### src/rtl/idft_sample_buf_if.sv
// Bundle of host stream, IDFT core and result stream signals for idft_sample_buf.
// master = environment (host, core, sink); slave = the buffer.
interface idft_sample_buf_if #(
  parameter int ADDR_W = 3,
  parameter int DATA_W = 32
);
  logic              in_valid;
  logic              in_ready;
  logic [DATA_W-1:0] in_real;
  logic [DATA_W-1:0] in_imag;
  logic              start;
  logic              core_done;
  logic              ri_real;
  logic              ri_imag;
  logic [ADDR_W-1:0] core_addr;
  logic              data_ok;
  logic [DATA_W-1:0] x_real_out;
  logic [DATA_W-1:0] x_imag_out;
  logic              wi_real;
  logic              wi_imag;
  logic [DATA_W-1:0] X_real_in;
  logic [DATA_W-1:0] X_imag_in;
  logic              out_valid;
  logic              out_ready;
  logic [DATA_W-1:0] out_real;
  logic [DATA_W-1:0] out_imag;
  logic              out_last;
  logic              busy;
  logic              err;

  modport master (
    output in_valid, in_real, in_imag, core_done, ri_real, ri_imag, core_addr,
           wi_real, wi_imag, X_real_in, X_imag_in, out_ready,
    input  in_ready, start, data_ok, x_real_out, x_imag_out, out_valid,
           out_real, out_imag, out_last, busy, err
  );

  modport slave (
    input  in_valid, in_real, in_imag, core_done, ri_real, ri_imag, core_addr,
           wi_real, wi_imag, X_real_in, X_imag_in, out_ready,
    output in_ready, start, data_ok, x_real_out, x_imag_out, out_valid,
           out_real, out_imag, out_last, busy, err
  );
endinterface

### src/rtl/idft_sample_buf.sv
// Dual-bank sample buffer around the IDFT core: LOAD host samples, RUN serves core reads/writes, DRAIN streams results.
// Define IDFT_BUF_ERR_EN to enable the sticky protocol error flag (err tied 0 otherwise).
module idft_sample_buf #(
  parameter int DEPTH    = 8,
  parameter int ADDR_W   = 3,
  parameter int DATA_W   = 32,
  parameter int READ_LAT = 1
) (
  input  logic             clk,
  input  logic             rst,
  idft_sample_buf_if.slave bus
);
  typedef enum logic [1:0] {S_LOAD, S_RUN, S_DRAIN} state_t;

  // Counter preload so data_ok lands exactly READ_LAT cycles after the accepted request.
  localparam logic [1:0] LAT_INIT = (READ_LAT >= 2) ? 2'(READ_LAT - 2) : 2'd0;
  localparam bit         LAT_ONE  = (READ_LAT == 1);
  localparam logic [ADDR_W-1:0] LAST_ADDR = ADDR_W'(DEPTH - 1);

  state_t            r_state, w_state_nxt;
  logic [DATA_W-1:0] r_in_re  [DEPTH];
  logic [DATA_W-1:0] r_in_im  [DEPTH];
  logic [DATA_W-1:0] r_res_re [DEPTH];
  logic [DATA_W-1:0] r_res_im [DEPTH];
  logic [ADDR_W-1:0] r_wr_ptr, r_rd_ptr, r_rd_addr;
  logic              r_arm, r_rd_pend, r_data_ok;
  logic [1:0]        r_lat_cnt;
  logic [DATA_W-1:0] r_x_re, r_x_im, r_out_re, r_out_im;

  logic              w_run, w_ri, w_in_acc, w_out_acc, w_rd_acc, w_fire, w_last_in, w_last_out;
  logic              w_in_ready, w_out_valid, w_busy;
  logic [ADDR_W-1:0] w_fire_addr, w_rd_nxt;
  logic [DATA_W-1:0] w_res0_re, w_res0_im;

  assign w_run       = (r_state == S_RUN);
  assign w_ri        = bus.ri_real | bus.ri_imag;
  assign w_in_acc    = bus.in_valid & w_in_ready;
  assign w_out_acc   = w_out_valid & bus.out_ready;
  assign w_rd_acc    = w_run & w_ri & ~r_rd_pend;
  assign w_fire      = w_run & ~bus.core_done &
                       (LAT_ONE ? w_rd_acc : (r_rd_pend && r_lat_cnt == 2'd0));
  assign w_fire_addr = LAT_ONE ? bus.core_addr : r_rd_addr;
  assign w_last_in   = w_in_acc && (r_wr_ptr == LAST_ADDR);
  assign w_last_out  = w_out_acc && (r_rd_ptr == LAST_ADDR);
  assign w_rd_nxt    = r_rd_ptr + 1'b1;
  // Forward a write-back to entry 0 landing on the same cycle as core_done.
  assign w_res0_re   = (bus.wi_real && bus.core_addr == '0) ? bus.X_real_in : r_res_re[0];
  assign w_res0_im   = (bus.wi_imag && bus.core_addr == '0) ? bus.X_imag_in : r_res_im[0];

  always_ff @(posedge clk or posedge rst) begin
    if (rst) r_state <= S_LOAD;
    else     r_state <= w_state_nxt;
  end

  always_comb begin
    w_state_nxt = r_state;
    w_in_ready  = 1'b0;
    w_out_valid = 1'b0;
    w_busy      = 1'b0;
    case (r_state)
      S_LOAD: begin
        w_in_ready = r_arm;
        if (w_last_in) w_state_nxt = S_RUN;
      end
      S_RUN: begin
        w_busy = 1'b1;
        if (bus.core_done) w_state_nxt = S_DRAIN;
      end
      S_DRAIN: begin
        w_busy      = 1'b1;
        w_out_valid = 1'b1;
        if (w_last_out) w_state_nxt = S_LOAD;
      end
      default: w_state_nxt = S_LOAD;
    endcase
  end

  always_ff @(posedge clk or posedge rst) begin
    if (rst) begin
      r_arm     <= 1'b0;
      r_wr_ptr  <= '0;
      r_rd_ptr  <= '0;
      r_rd_addr <= '0;
      r_rd_pend <= 1'b0;
      r_lat_cnt <= 2'd0;
      r_data_ok <= 1'b0;
      r_x_re    <= '0;
      r_x_im    <= '0;
      r_out_re  <= '0;
      r_out_im  <= '0;
    end else begin
      r_arm     <= 1'b1;
      r_data_ok <= w_fire;
      if (w_in_acc) r_wr_ptr <= r_wr_ptr + 1'b1;
      if (w_fire) begin
        r_x_re <= r_in_re[w_fire_addr];
        r_x_im <= r_in_im[w_fire_addr];
      end
      if (!w_run || bus.core_done) begin
        r_rd_pend <= 1'b0;
      end else if (w_rd_acc && !LAT_ONE) begin
        r_rd_pend <= 1'b1;
        r_lat_cnt <= LAT_INIT;
        r_rd_addr <= bus.core_addr;
      end else if (r_rd_pend) begin
        if (r_lat_cnt == 2'd0) r_rd_pend <= 1'b0;
        else                   r_lat_cnt <= r_lat_cnt - 2'd1;
      end
      if (w_run && bus.core_done) begin
        r_out_re <= w_res0_re;
        r_out_im <= w_res0_im;
      end else if (w_out_acc) begin
        r_rd_ptr <= w_rd_nxt;
        r_out_re <= r_res_re[w_rd_nxt];
        r_out_im <= r_res_im[w_rd_nxt];
      end
    end
  end

  always_ff @(posedge clk) begin
    if (w_in_acc) begin
      r_in_re[r_wr_ptr] <= bus.in_real;
      r_in_im[r_wr_ptr] <= bus.in_imag;
    end
    if (w_run && bus.wi_real) r_res_re[bus.core_addr] <= bus.X_real_in;
    if (w_run && bus.wi_imag) r_res_im[bus.core_addr] <= bus.X_imag_in;
  end

  assign bus.in_ready   = w_in_ready;
  assign bus.start      = w_run;
  assign bus.busy       = w_busy;
  assign bus.data_ok    = r_data_ok;
  assign bus.x_real_out = r_x_re;
  assign bus.x_imag_out = r_x_im;
  assign bus.out_valid  = w_out_valid;
  assign bus.out_real   = r_out_re;
  assign bus.out_imag   = r_out_im;
  assign bus.out_last   = w_out_valid && (r_rd_ptr == LAST_ADDR);

`ifdef IDFT_BUF_ERR_EN
  logic [DEPTH-1:0] r_mask_re, r_mask_im, w_mask_re, w_mask_im, w_onehot;
  logic             r_err, w_err_set;

  assign w_onehot  = DEPTH'(1) << bus.core_addr;
  assign w_mask_re = r_mask_re | (bus.wi_real ? w_onehot : '0);
  assign w_mask_im = r_mask_im | (bus.wi_imag ? w_onehot : '0);
  assign w_err_set = (w_run & w_ri & r_rd_pend) |
                     (~w_run & (bus.wi_real | bus.wi_imag | bus.core_done)) |
                     (w_run & bus.core_done & ~((&w_mask_re) & (&w_mask_im)));

  always_ff @(posedge clk or posedge rst) begin
    if (rst) begin
      r_mask_re <= '0;
      r_mask_im <= '0;
      r_err     <= 1'b0;
    end else begin
      if (w_last_in) begin
        r_mask_re <= '0;
        r_mask_im <= '0;
      end else if (w_run) begin
        r_mask_re <= w_mask_re;
        r_mask_im <= w_mask_im;
      end
      if (w_err_set) r_err <= 1'b1;
    end
  end

  assign bus.err = r_err;
`else
  assign bus.err = 1'b0;
`endif
endmodule

### src/flat_wrapper.sv
// flat-port wrapper written by rule: the top's interface ports become plain ports
module idft_sample_buf_flat 
#(
  parameter int DEPTH    = 8,
  parameter int ADDR_W   = 3,
  parameter int DATA_W   = 32,
  parameter int READ_LAT = 1
)
  (clk, rst, bus_in_valid, bus_in_real, bus_in_imag, bus_core_done, bus_ri_real, bus_ri_imag, bus_core_addr, bus_wi_real, bus_wi_imag, bus_X_real_in, bus_X_imag_in, bus_out_ready, bus_in_ready, bus_start, bus_data_ok, bus_x_real_out, bus_x_imag_out, bus_out_valid, bus_out_real, bus_out_imag, bus_out_last, bus_busy, bus_err);
  idft_sample_buf_if #(.ADDR_W(ADDR_W), .DATA_W(DATA_W)) bus_i ();
  input  logic clk;
  input  logic rst;
  input wire logic [$bits(bus_i.in_valid)-1:0] bus_in_valid;
  input wire logic [$bits(bus_i.in_real)-1:0] bus_in_real;
  input wire logic [$bits(bus_i.in_imag)-1:0] bus_in_imag;
  input wire logic [$bits(bus_i.core_done)-1:0] bus_core_done;
  input wire logic [$bits(bus_i.ri_real)-1:0] bus_ri_real;
  input wire logic [$bits(bus_i.ri_imag)-1:0] bus_ri_imag;
  input wire logic [$bits(bus_i.core_addr)-1:0] bus_core_addr;
  input wire logic [$bits(bus_i.wi_real)-1:0] bus_wi_real;
  input wire logic [$bits(bus_i.wi_imag)-1:0] bus_wi_imag;
  input wire logic [$bits(bus_i.X_real_in)-1:0] bus_X_real_in;
  input wire logic [$bits(bus_i.X_imag_in)-1:0] bus_X_imag_in;
  input wire logic [$bits(bus_i.out_ready)-1:0] bus_out_ready;
  output wire logic [$bits(bus_i.in_ready)-1:0] bus_in_ready;
  output wire logic [$bits(bus_i.start)-1:0] bus_start;
  output wire logic [$bits(bus_i.data_ok)-1:0] bus_data_ok;
  output wire logic [$bits(bus_i.x_real_out)-1:0] bus_x_real_out;
  output wire logic [$bits(bus_i.x_imag_out)-1:0] bus_x_imag_out;
  output wire logic [$bits(bus_i.out_valid)-1:0] bus_out_valid;
  output wire logic [$bits(bus_i.out_real)-1:0] bus_out_real;
  output wire logic [$bits(bus_i.out_imag)-1:0] bus_out_imag;
  output wire logic [$bits(bus_i.out_last)-1:0] bus_out_last;
  output wire logic [$bits(bus_i.busy)-1:0] bus_busy;
  output wire logic [$bits(bus_i.err)-1:0] bus_err;
  assign bus_i.in_valid = bus_in_valid;
  assign bus_i.in_real = bus_in_real;
  assign bus_i.in_imag = bus_in_imag;
  assign bus_i.core_done = bus_core_done;
  assign bus_i.ri_real = bus_ri_real;
  assign bus_i.ri_imag = bus_ri_imag;
  assign bus_i.core_addr = bus_core_addr;
  assign bus_i.wi_real = bus_wi_real;
  assign bus_i.wi_imag = bus_wi_imag;
  assign bus_i.X_real_in = bus_X_real_in;
  assign bus_i.X_imag_in = bus_X_imag_in;
  assign bus_i.out_ready = bus_out_ready;
  assign bus_in_ready = bus_i.in_ready;
  assign bus_start = bus_i.start;
  assign bus_data_ok = bus_i.data_ok;
  assign bus_x_real_out = bus_i.x_real_out;
  assign bus_x_imag_out = bus_i.x_imag_out;
  assign bus_out_valid = bus_i.out_valid;
  assign bus_out_real = bus_i.out_real;
  assign bus_out_imag = bus_i.out_imag;
  assign bus_out_last = bus_i.out_last;
  assign bus_busy = bus_i.busy;
  assign bus_err = bus_i.err;
  idft_sample_buf #(.DEPTH(DEPTH), .ADDR_W(ADDR_W), .DATA_W(DATA_W), .READ_LAT(READ_LAT)) u_core (.clk(clk), .rst(rst), .bus(bus_i));
endmodule
### config.mk
export PLATFORM = sky130hd
export DESIGN_NAME = idft_sample_buf_flat
export DESIGN_NICKNAME = d
export VERILOG_FILES = /design/src/rtl/idft_sample_buf_if.sv /design/src/rtl/idft_sample_buf.sv /design/src/flat_wrapper.sv
export SDC_FILE = /design/constraint.sdc
export NUM_CORES = 1
export LEC_CHECK = 0
export ABC_CLOCK_PERIOD_IN_PS = 8600
export BUFFER_PORTS_ARGS = -buffer_cell sky130_fd_sc_hd__buf_2
export CORE_MARGIN = 5
export CORE_UTILIZATION = 42
export CTS_BUF_LIST = sky130_fd_sc_hd__clkbuf_16
export DETAILED_ROUTE_END_ITERATION = 8
export HOLD_SLACK_MARGIN = 0.08
export SLEW_MARGIN = 10
export SYNTH_ARGS = -nofsm -noshare
export SYNTH_HDL_FRONTEND = slang
export SYNTH_SLANG_ARGS = --single-unit
### constraint.sdc
create_clock -name clk -period 8.6 [get_ports clk]
set_clock_uncertainty 0.2 [all_clocks]
set_input_delay 0 -clock clk [delete_from_list [all_inputs] [get_ports clk]]
set_output_delay 0 -clock clk [all_outputs]
set_load 0.02 [all_outputs]
After elaboration in Yosys (flattened, before gate mapping)
Memory sizes are Yosys's and may differ from the RTL's. A register that Yosys moved wholly into a read port is not among the register bits.
Cells that the tools add are included.
{"block": "word_totals", "ff_bits": 77, "latchBits": 0, "ram_bits": 1024, "mem_bits_ro": 0, "in_bits": 140, "memories": 4}
{"name": "u_core.r_in_im", "words": 8, "word_bits": 32, "rd": 1, "rd_ports_with_merged_regs": 1, "write_ports": 1, "line_no": "idft_sample_buf.sv:22", "rtl": "logic [DATA_W-1:0] r_in_im [DEPTH];"}
{"name": "u_core.r_in_re", "words": 8, "word_bits": 32, "rd": 1, "rd_ports_with_merged_regs": 1, "write_ports": 1, "line_no": "idft_sample_buf.sv:21", "rtl": "logic [DATA_W-1:0] r_in_re [DEPTH];"}
{"name": "u_core.r_res_im", "words": 8, "word_bits": 32, "rd": 2, "rd_ports_with_merged_regs": 0, "write_ports": 1, "line_no": "idft_sample_buf.sv:24", "rtl": "logic [DATA_W-1:0] r_res_im [DEPTH];"}
{"name": "u_core.r_res_re", "words": 8, "word_bits": 32, "rd": 2, "rd_ports_with_merged_regs": 0, "write_ports": 1, "line_no": "idft_sample_buf.sv:23", "rtl": "logic [DATA_W-1:0] r_res_re [DEPTH];"}
{"block": "op_classes", "addsub": 3, "n_mul": 0, "div_mod_pow": 0, "n_lt_le_gt_ge": 0, "n_eq_ne": 7, "n_shift": 0, "mux": 22, "bitwise_logic": 12, "reduce_logical": 18}
{"cell": "$mux W32", "n": 6}
{"cell": "$mux W1", "n": 12}
{"cell": "$logic_and A1 B1 Y1", "n": 8}
{"cell": "$add A3 B1 Y3 const B", "n": 2}
{"cell": "$and A1 B1 Y1", "n": 6}
{"cell": "$eq A3 B3 Y1 const B", "n": 2}
{"cell": "$mux W2", "n": 3}
{"cell": "$pmux W2 S3", "n": 1}
{"cell": "$reduce_and A3 Y1", "n": 2}
{"cell": "$not A1 Y1", "n": 5}
{"cell": "$logic_not A2 Y1", "n": 2}
{"cell": "$ne A2 B1 Y1 const B", "n": 2}
{"cell": "$logic_not A3 Y1", "n": 1}
{"cell": "$eq A2 B1 Y1 const B", "n": 1}
{"cell": "$eq A2 B2 Y1 const B", "n": 1}
{"cell": "$ne A2 B2 Y1 const B", "n": 1}
{"cell": "$reduce_and A2 Y1", "n": 1}
{"cell": "$reduce_bool A2 Y1", "n": 1}
{"cell": "$reduce_or A2 Y1", "n": 1}
{"cell": "$sub A2 B1 Y2 const B", "n": 1}
{"cell": "$logic_not A1 Y1", "n": 1}
{"cell": "$logic_or A1 B1 Y1", "n": 1}
{"cell": "$or A1 B1 Y1", "n": 1}

Depth between registers and ports, before layout
{"block": "logic_depth", "ltp_word": 6, "mapped_depth": 9, "ltp_nobuf": 6}

Least setup slack after synthesis
Ideal clock, no wire load.
{"block": "synth_path", "path_kind": "flip-flop to flip-flop", "from": "register u_core.r_state[0]", "to": "memory u_core.r_in_im[0][0] (enable)", "setup_ns": 0.565, "t_arrival_ns": 5.755, "t_required_ns": 7.835, "setup_slack_ns": 2.080, "path_stages_with_launch": 7, "path_cell_list": "dfrtp_1 inv_1 ha_1 and2_1 nand2_1 or2_2 nor3_1"}
{"block": "synth_between", "elab_chain_cells": 5}
{"item": "from (decl)", "line_no": "idft_sample_buf.sv:20", "rtl": "state_t r_state, w_state_nxt;"}
{"item": "from (signal assigned)", "line_no": "idft_sample_buf.sv:52", "rtl": "else r_state <= w_state_nxt;"}
{"item": "$logic_not A2 Y1", "line_no": "idft_sample_buf.sv:60", "rtl": "case (r_state)"}
{"item": "$mux W1", "line_no": "idft_sample_buf.sv:60"}
{"item": "via bus_in_ready", "line_no": "flat_wrapper.sv:25", "rtl": "output wire logic [$bits(bus_i.in_ready)-1:0] bus_in_ready;"}
{"item": "$and A1 B1 Y1", "line_no": "idft_sample_buf.sv:37", "rtl": "assign w_in_acc = bus.in_valid & w_in_ready;"}
{"item": "$mux W1", "line_no": "idft_sample_buf.sv:121", "rtl": "if (w_in_acc) begin"}
{"item": "$mux W1 (implied by the code)", "line_no": "idft_sample_buf.sv:123", "rtl": "r_in_im[r_wr_ptr] <= bus.in_imag;"}
{"item": "to (decl)", "line_no": "idft_sample_buf.sv:22"}
The timed path passes the listed nets, and every way through them passes these cells.

Final worst setup path
{"block": "layout_path", "from": "register u_core.r_rd_ptr[0]", "to": "register u_core.r_out_im[10] (netlist: u_core.bus.out_imag[10])"}
{"block": "layout_between", "elab_chain_cells": 4}
{"item": "from (decl)", "line_no": "idft_sample_buf.sv:25", "rtl": "logic [ADDR_W-1:0] r_wr_ptr, r_rd_ptr, r_rd_addr;"}
{"item": "from (signal assigned)", "line_no": "idft_sample_buf.sv:113", "rtl": "r_rd_ptr <= w_rd_nxt;"}
{"item": "$add A3 B1 Y3", "line_no": "idft_sample_buf.sv:45", "rtl": "assign w_rd_nxt = r_rd_ptr + 1'b1;"}
{"item": "via u_core.w_rd_nxt[1]", "line_no": "idft_sample_buf.sv:32", "rtl": "logic [ADDR_W-1:0] w_fire_addr, w_rd_nxt;"}
{"item": "$mem_v2 Z8 W32"}
{"item": "$mux W32", "line_no": "idft_sample_buf.sv:112", "rtl": "end else if (w_out_acc) begin"}
{"item": "$mux W32", "line_no": "idft_sample_buf.sv:109", "rtl": "if (w_run && bus.core_done) begin"}
{"item": "to (signal assigned)", "line_no": "idft_sample_buf.sv:111", "rtl": "r_out_im <= w_res0_im;"}
{"item": "to (signal assigned)", "line_no": "idft_sample_buf.sv:115", "rtl": "r_out_im <= r_res_im[w_rd_nxt];"}
{"item": "to (decl)", "line_no": "idft_sample_buf.sv:28", "rtl": "logic [DATA_W-1:0] r_x_re, r_x_im, r_out_re, r_out_im;"}
The timed path passes the listed nets, and every way through them passes these cells. The select of a mux whose other input is x is not followed.
A chain may end at the register's enable or synchronous reset.

==> impl_results.md <==
* Status: completed
* Worst slew margin at 24.6%
* Clock latency on the worst-skew pair at between 600 and 700 ps
* Cell Rows at 120
* Yosys top cell area share at between 60 and 70%
* Core footprint at about 0.11 mm^2
* Cts repair resizes at 0
* RSZ-0062 raised after global routing: false
* Final setup viols at 0
* Worst Path Arrival at between 4000 and 5000 ps
* Non-filler instance count after layout at 4,483
* Vias in the first global route at roughly 26,000
* # fillers at between 8,000 and 9,000
* Setup ws final at a little over 4000 ps
* Number of synthesized flops with an enable pin at roughly 1,000
* Worst Max-Slew Pin Slew at 1130 ps
* Clock Sinks at ~1,200
* Sequential area share after synthesis at between 70% and 80%
* Final hold violation count at 0
* Area leader, netlist: edfxtp_1
* CTS tree: done
* Worst-path clk slew at roughly 60 ps
* Final period util at 52.6%
* Leakage at ~0.019 uW
* Worst Path Required at about 9000 ps
* Port Buffers at 273
* Tmin final at ~4500 ps
* Final HPWL DP at roughly 57 mm
* # DRC at 0
* Synth Register Bits at 1,165
* GR Util met2 at between 30% and 40%
* DIE AREA at ~0.11 mm^2
* Main area contributors after synthesis: edfxtp_1 68%, dfrtp_1 7.9%, mux4_2 6.5%
* Most common cell in the netlist: edfxtp_1
* TritonRoute pass-1 iters at 5
* Synth cell types at between 40 and 50
* Layout net count at 3,120
* Power, Total at 15,400 uW
* Vias post-DR at 24,600
* Worst Setup End Kind: flop
* CTS buffer count at approximately 120
* Initial Util at a little over two fifths
* Worst IR Drop VDD at approximately 0.22 mV
* Die height at roughly 340 um
* GRT Util Overall at 19.2%
* H-Tree Depth at 3
* Buf/Inv on CP at 2
* Max-slew violations at 0
* CTS Buffer Depth at 3
* Met1 Use GR at 24.7%
* Largest net degree at the start of global routing at 89
* Routed WL at approximately 110 mm
* CTS Root Buffer Type: clkbuf_16
* Antenna-violating nets left at 0
* GR peak layer: met2
* Detailed router's first-iteration violation count at 1,680
* Met3 Usage GRT at ~4%
* Async S/R FF share, synth at roughly 12%
* Worst r2r path cells at 6
* Via density per instance at ~5.5
* First-pass GRT wire length at 164 mm
* # IOs at around 280
* Delay-heaviest family, CP: buffers and inverters
* Crit Path Class: flop to flop
* Max incr delay on CP at ~1000 ps
* Post-place setup slack at ~4500 ps
* Share of cells above drive strength 1 at 23.9%
* RePlAce Congestion at between 0.7 and 0.8
* Max FO, Critical Path at between 70 and 80
* Fmax at ~0.22 GHz
* Crit path depth at 6
* Die X at 337 um
* Ys flop type: edfxtp_1
* Type of origin of the critical path: flop
* Mapped cell area at 0.0449 mm^2
* Area Growth Syn to Fin at 21.5%
* Crit-path slowest cell: dfrtp_4
* Most common library cells after synthesis: 1,024 x edfxtp_1, 207 x mux2i_1, 141 x dfrtp_1
* Dpl cells at between 3,000 and 4,000
* Initial antenna violation count at 11
* Hold Crit Class: input pin to flop
* Routed WL per cell at 24.4 um
* Synth Area per Inst at approximately 19 um^2
* Hold Path Stages at 4
* Grt total ovfl at 0
* Ys Warns at 0
* Max-cap violations at 0
* Setup TNS at 0 ps
* PD cells at around 280 mW/mm^2
* Syn Nets at between 2,000 and 3,000
* Crit-path cells: ha_4, buf_4, mux4_2, a22oi_1, o211ai_1, dlygate4sd3_1
* Mapped Cells at between 2,000 and 2,500
repair_timing:
action | 4_1_cts | 5_1_grt
endpoints found under the setup margin | 0 | 0
hold endpoints to repair | 1780 | 0
setup buffers | 0 | 0
hold buffers | 292 | 0
area by class of cell:
class / instances / area, um^2 / area share, %
antenna: 7 / 17.5 / 0.0321
inverter: 25 / 98.8 / 0.181
tap: 1403 / 1760 / 3.22
clock buffer: 116 / 2900 / 5.32
multi-input combinational: 1047 / 9970 / 18.3
timing repair buffer: 616 / 4700 / 8.61
clock inverter: 104 / 845 / 1.55
sequential: 1165 / 34300 / 62.8
per-layer routing:
| metal | part of all wire, % | vias to the layer above |
|---|---|---|
| met1 | 41 | 12800 |
| met2 | 51 | 733 |
| met5 | 0.056 | - |
| met3 | 6.2 | 153 |
| li1 | - | 10900 |
| met4 | 2.0 | 10 |
path summary, 6_finish.rpt:
check | startpoint | endpoint | slack, ps
worst max-delay path | u_core.r_rd_ptr[0] | u_core.bus.out_imag[10] | 4070
worst min-delay path | bus_X_imag_in[5] | u_core.bus.out_imag[5] | 140
worst max register to register | u_core.r_rd_ptr[0] | u_core.bus.out_imag[10] | 4070
worst min register to register | u_core.bus.out_real[22] | u_core.bus.out_real[22] | 290
max in group asynchronous | rst | u_core.bus.x_imag_out[23] | 6430
min in group asynchronous | rst | u_core.bus.out_imag[9] | 390
sequential cells by signal (all words and copies together) (netlist names):
register               cells
u_core.r_in_im           256
u_core.r_in_re           256
u_core.r_res_im          256
u_core.r_res_re          256
u_core.bus.out_imag       32
u_core.bus.out_real       32
u_core.bus.x_imag_out     32
u_core.bus.x_real_out     32
u_core.r_rd_ptr            3
u_core.r_wr_ptr            3
u_core.r_lat_cnt           2
u_core.r_state             2
u_core.bus.data_ok         1
u_core.r_arm               1
u_core.r_rd_pend           1
kinds of logic (layout without fill, tap and decap cells):
| logic type | after synthesis | after routing | synth area share, % |
|---|---|---|---|
| multiplexers | 382 | 382 | 12.2 |
| adder cells (fa/ha/maj) | 10 | 10 | 0.279 |
| AND/OR/NAND/NOR | 267 | 267 | 2.58 |
| buffers and inverters | 179 | 861 | 1.94 |
| other | 2 | 9 | 0.0167 |
| XOR/XNOR | 2 | 2 | 0.0390 |
| flip-flops | 1165 | 1165 | 76.3 |
| AO/OA/AOI/OAI | 384 | 384 | 6.56 |
report_power, final:
group          switching (uW)  total [uW]  internal [uW]
sequential                340        7010           6670
clock                    2110        4950           2840
combinational            1960        3410           1460
tightest hold or removal path, delay by kind of cell:
kind | cells | cell delay [ps]
compound gates | 1 | 160
buf+inv | 2 | 750
mux | 1 | 70
layout by cell type (no fill, tap or decap), types with 13 or more instances in the layout:
cell           Yosys  layout
buf_2             54     270
o211ai_2          29      29
a222oi_1          18      18
nor2_4             0      17
buf_4              6      53
clkbuf_16          0     116
bufinv_16          0      13
mux4_2           129     129
a32oi_1           18      18
mux2_2            46      46
a31oi_1           46      46
nand2_1          104     103
a21oi_1           41      41
nor2b_1           20      18
clkinv_1           0      26
a22oi_1           96      96
dfrtp_1          141     140
nor2_1            88      71
a22o_1            14      14
o211ai_1          61      61
mux2i_1          207     207
o221ai_1          19      19
inv_1             25      51
edfxtp_1        1024    1024
nand3_1           26      26
dlygate4sd3_1      0     291
clkinv_2           0      21
metrics by stage:
step           instance area (um^2)  hold WS, ps  util (%)
2_1_floorplan                 44900         -101         -
3_3_place_gp                  47900    -0.000333      44.9
3_5_place_dp                  47900        -1.65      44.9
4_1_cts                       54500          109      51.2
5_1_grt                       54600          164      51.2
6_report                      54600          137      51.2
Power figures use the tool's default switching activity.
